==> config.mk <==
export PLATFORM = sky130hd
export DESIGN_NAME = serial_magnitude_comparator
export DESIGN_NICKNAME = d
export VERILOG_FILES = /design/src/rtl/serial_magnitude_comparator.sv
export SDC_FILE = /design/constraint.sdc
export NUM_CORES = 1
export LEC_CHECK = 0
export CAP_MARGIN = 15
export CELL_PAD_IN_SITES_DETAIL_PLACEMENT = 1
export CELL_PAD_IN_SITES_GLOBAL_PLACEMENT = 1
export CORE_UTILIZATION = 45
export DETAILED_ROUTE_END_ITERATION = 10
export PLACE_DENSITY_LB_ADDON = 0.3
export SETUP_SLACK_MARGIN = 0.5
export SLEW_MARGIN = 20
export SYNTH_ARGS = -nofsm -noshare
export SYNTH_HDL_FRONTEND = slang
export SYNTH_SLANG_ARGS = --single-unit
export TNS_END_PERCENT = 50
==> constraint.sdc <==
create_clock -name clk -period 4.81 [get_ports clk]
set_clock_uncertainty 0.15 [all_clocks]
set_input_delay 1.2025 -clock clk [delete_from_list [all_inputs] [get_ports clk]]
set_output_delay 1.2025 -clock clk [all_outputs]
set_load 0.01 [all_outputs]
==> src/rtl/serial_magnitude_comparator.sv <==
// Bit-serial unsigned magnitude comparator, MSB first, with early exit on the
// first differing bit.
//
// state | meaning
// ------+------------------------------------------------------------
// IDLE  | waiting for Start; results from the last compare are held
// SHIFT | comparing sa/sb MSBs, one bit position per cycle
// DONE  | one-cycle Done pulse; results are valid
module serial_magnitude_comparator #(
  parameter int WIDTH = 16
) (
  input  logic                       clk,
  input  logic                       reset,
  input  logic                       Start,
  input  logic [WIDTH-1:0]           A,
  input  logic [WIDTH-1:0]           B,
  output logic                       Busy,
  output logic                       Done,
  output logic                       LT,
  output logic                       Equal,
  output logic                       GT,
  output logic [$clog2(WIDTH+1)-1:0] BitsUsed
);

  localparam int BW = $clog2(WIDTH + 1);
  // WIDTH=1 still needs a 1-bit counter so the compare below has an operand.
  localparam int CW = (WIDTH > 1) ? $clog2(WIDTH) : 1;
  localparam logic [CW-1:0] CNT_LAST = CW'(WIDTH - 1);

  typedef enum logic [1:0] {
    IDLE  = 2'd0,
    SHIFT = 2'd1,
    DONE  = 2'd2
  } state_t;

  state_t           state_q, state_d;
  logic [WIDTH-1:0] sa_q, sa_d;
  logic [WIDTH-1:0] sb_q, sb_d;
  logic [CW-1:0]    cnt_q, cnt_d;
  logic             lt_q, lt_d;
  logic             eq_q, eq_d;
  logic             gt_q, gt_d;
  logic [BW-1:0]    bits_q, bits_d;
  logic             busy_q, busy_d;
  logic             done_q, done_d;

  logic slice_lt;
  logic slice_eq;

  // Single-bit compare slice on the current MSBs.
  assign slice_lt = ~sa_q[WIDTH-1] & sb_q[WIDTH-1];
  assign slice_eq = sa_q[WIDTH-1] ~^ sb_q[WIDTH-1];

  // State, datapath and registered outputs; reset aborts any compare in flight.
  always_ff @(posedge clk or posedge reset) begin
    if (reset) begin
      state_q <= IDLE;
      sa_q    <= '0;
      sb_q    <= '0;
      cnt_q   <= '0;
      lt_q    <= 1'b0;
      eq_q    <= 1'b0;
      gt_q    <= 1'b0;
      bits_q  <= '0;
      busy_q  <= 1'b0;
      done_q  <= 1'b0;
    end else begin
      state_q <= state_d;
      sa_q    <= sa_d;
      sb_q    <= sb_d;
      cnt_q   <= cnt_d;
      lt_q    <= lt_d;
      eq_q    <= eq_d;
      gt_q    <= gt_d;
      bits_q  <= bits_d;
      busy_q  <= busy_d;
      done_q  <= done_d;
    end
  end

  // Next-state and next-result logic; Busy/Done are precomputed from the
  // next state so both come straight off flops.
  always_comb begin
    state_d = state_q;
    sa_d    = sa_q;
    sb_d    = sb_q;
    cnt_d   = cnt_q;
    lt_d    = lt_q;
    eq_d    = eq_q;
    gt_d    = gt_q;
    bits_d  = bits_q;

    case (state_q)
      IDLE: begin
        if (Start) begin
          sa_d    = A;
          sb_d    = B;
          cnt_d   = '0;
          lt_d    = 1'b0;
          eq_d    = 1'b0;
          gt_d    = 1'b0;
          bits_d  = '0;
          state_d = SHIFT;
        end
      end
      SHIFT: begin
        if (!slice_eq) begin
          lt_d    = slice_lt;
          gt_d    = ~slice_lt;
          eq_d    = 1'b0;
          bits_d  = BW'(cnt_q) + BW'(1);
          state_d = DONE;
        end else if (cnt_q == CNT_LAST) begin
          eq_d    = 1'b1;
          bits_d  = BW'(WIDTH);
          state_d = DONE;
        end else begin
          sa_d  = sa_q << 1;
          sb_d  = sb_q << 1;
          cnt_d = cnt_q + CW'(1);
        end
      end
      DONE: begin
        state_d = IDLE;
      end
      default: begin
        state_d = IDLE;
      end
    endcase

    busy_d = (state_d != IDLE);
    done_d = (state_d == DONE);
  end

  assign Busy     = busy_q;
  assign Done     = done_q;
  assign LT       = lt_q;
  assign Equal    = eq_q;
  assign GT       = gt_q;
  assign BitsUsed = bits_q;

endmodule

==> results.py <==
metrics = {
    "timing": {
        "clock.fmax_mhz": 342,
        "period_minus_slack_ns": 2.93,
        "rsz0062_at_grt": "no",
        "drv_slew": 0,
        "fin_setup_tns_ns": 0,
        "period_share_pct": 60.9,
        "worst_slew_pin_slew_ns": 1.05,
        "setup_violations": 0,
        "fin_hold_ws_ns": 0.350,
        "final-hold-violation-count": 0,
        "slew_headroom_pct": 29.7,
    },
    "clocking": {
        "htreeDepth": 2,
        "cts_sinks": 48,
        "root_buffer": "clkbuf_8",
        "numCtsBuffers": 5,
        "clk_latency_ns": 0.29,
        "cts_buffer_depth": 2,
        "cts_tree": "done",
        "ctsResizeCount": 0,
        "cts_setup_buffers": 0,
        "clkTransAtPathRegs_ns": 0.09,
        "cts_hold_repair.buffers": 0,
    },
    "grt": {
        "grt_antenna_before_repair": 0,
        "use_met1_pct": 25.5,
        "use_met3_pct": 3.70,
        "grt_pass1_vias": 1574,
        "grt_start_max_net_pins": 49,
        "grt_usage_pct": 18.8,
        "overflow": 0,
        "use_met2_pct": 31.5,
        "grt_pass1_wl_mm": 7.73,
        "busiest_layer": "met2",
    },
    "critical_path": {
        "critPathKind": "input pin to flip-flop",
        "crit_required_ns": 4.84,
        "cp_max_fo": 36,
        "endpoint_kind": "flip-flop",
        "cp_data_arrival_time_ns": 2.96,
        "cp-start-kind": "input pin",
        "crit_path_max_incr_delay_ns": 0.46,
        "crit_slowest_cell": "clkdlybuf4s50_1",
        "crit_chain": "clkdlybuf4s50_1, nand2b_1, a221oi_4, buf_4, mux2_2",
    },
    "die": {
        "start_util_pct": 47.9,
        "dieArea_um2": 5420,
        "io_pins": 45,
        "fp.dieH_um": 73.6,
        "coreArea_um2": 4820,
        "die_w_um": 73.6,
        "std_cell_rows": 25,
    },
    "drt": {
        "first_pass_iters": 4,
        "drtAntennaViolNets": 0,
        "drc_errors": 0,
        "vias": 1464,
        "drt_wl_total_mm": 4.56,
        "post_drt_wl_per_cell_um": 16.1,
        "drt_iter0_drc": 53,
        "viasPerCell": 5.15,
    },
    "place": {
        "portBuffers": 44,
        "hpwl_mm": 3.28,
        "gp_congestion": 0.818,
        "dpl_cell_area_um2": 2780,
    },
    "power": {
        "p_leak_nw": 1.22,
        "totalPowerFinal_mw": 1.82,
        "ir_worst_vdd_uv": 265,
        "pwr_density_cell_nw_per_um2": 629,
    },
    "synthesis": {
        "syn_area_um2": 2310,
        "yosysMostFrequentCell": "mux2_2",
        "synth-async-reset-ratio_pct": 100,
        "synth_cells": 173,
        "yosys.area.top_type": "dfrtp_1",
        "synth_common_cells": "58 x mux2_2, 48 x dfrtp_1, 10 x inv_1",
        "post-synth-top-area-fraction_pct": 52.0,
        "avgSynthCellArea_um2": 13.3,
        "yosysSeqAreaShare_pct": 52.0,
        "synth-seq-cells": 48,
        "synth-main-ff-cell": "dfrtp_1",
        "synth_edf_count": 0,
        "ys_types": 29,
        "ys_warn_count": 0,
        "syn-num-nets": 210,
        "yosys-top-cells-area": "dfrtp_1 52%, mux2_2 28%, mux2i_1 2.2%, inv_1 1.6%, buf_6 1.5%",
    },
    "final_layout": {
        "fin_area_um2": 2890,
        "area_delta_synth_final_pct": 25.0,
        "n_antenna_cell": 0,
        "fin_nets": 253,
        "drive_above_1_share_pct": 31.8,
        "postLayoutCoreUtil_pct": 59.9,
    },
    "outcome": {
        "outcome": "finished clean",
    },
    "min_path": {
        "worst_hold_path_type": "flip-flop to flip-flop",
    },
    "flow_run": {
        "max-cap-violations": 0,
    },
}
metal layers:
metal | vias up | wire [µm]
met2 | 28 | 2270
met1 | 737 | 2100
li1 | 695 | -
met5 | - | 0
met4 | 0 | 32
met3 | 4 | 157
metrics by stage:
step	worst slack, ns	cells
after floorplan	2.19	173
after CTS	1.88	284
after global routing	1.80	284
final	1.88	284
after global placement	1.65	276
after detailed placement	1.57	276
worst max-delay path: cells and delay by family:
| family | cells | cell delay (ns) |
|---|---|---|
| buffers and inverters | 2 | 0.90 |
| muxes | 1 | 0.40 |
| AOI/OAI and AO/OA | 1 | 0.26 |
| and+or+nand+nor | 1 | 0.19 |
report_power, final:
part	internal, mW	switching, mW	total, mW
Sequential	0.591	0.113	0.704
Combinational	0.480	0.350	0.829
Clock	0.154	0.128	0.282
Total	1.22	0.591	1.82
path summary, 6_finish.rpt:
kind,start,to,slack [ns],cells past startpoint
worst max-delay path,Start,sb_q[15]$_DFFE_PP0P_,1.88,5
worst min-delay path,Equal$_DFFE_PP0P_,Equal$_DFFE_PP0P_,0.35,1
worst max register to register,state_q[1]$_DFF_PP0_,sb_q[6]$_DFFE_PP0P_,2.43,3
worst min register to register,Equal$_DFFE_PP0P_,Equal$_DFFE_PP0P_,0.35,1
max in group asynchronous,reset,sb_q[15]$_DFFE_PP0P_,2.80,2
min in group asynchronous,reset,sb_q[7]$_DFFE_PP0P_,1.21,2
placed cells by master (no fill, tap or decap), types with 2 or more instances in the layout:
cell type        netlist  layout
dfrtp_1               48      48
o2bb2ai_1              2       2
nand2b_1               4       4
a32o_1                 2       2
a21o_1                 2       2
nand2_1                5       5
nand3_1                3       3
o21ai_0                2       2
nor2_1                 4       4
o32ai_1                2       2
mux2_2                58      58
ha_1                   2       2
buf_4                  1       2
inv_1                 10       9
a21oi_1                4       4
clkbuf_8               0       5
mux2i_1                5       5
clkdlybuf4s50_1        0      44
clkinv_2               0       2
state kept, by name, summed over array words and instances, names as in the netlist:
name      cells
Busy          1
GT            1
Done          1
state_q       2
sa_q         16
BitsUsed      5
sb_q         16
Equal         1
cnt_q         4
LT            1
cells by family (layout without fill, tap and decap cells):
kind of cell / Yosys count / in the layout / synth area share (%)
fa+ha+maj: 2 / 2 / 1.08
compound gates: 19 / 19 / 6.78
xor+xnor: 2 / 2 / 0.759
flops: 48 / 48 / 52.0
mux: 64 / 64 / 30.9
simple gates: 18 / 18 / 3.74
buf+inv: 20 / 64 / 4.66
area by class of cell:
| type | count | area (µm²) |
|---|---|---|
| clock buffers | 6 | 72.6 |
| clock inverters | 2 | 35.0 |
| fillers | 502 | 1930 |
| inverters | 10 | 38.8 |
| multi-input cells | 105 | 1000 |
| flip-flops and latches | 48 | 1200 |
| well taps | 67 | 83.8 |
| repair buffers | 46 | 455 |
No activity file was read; power rests on OpenSTA's default activity.
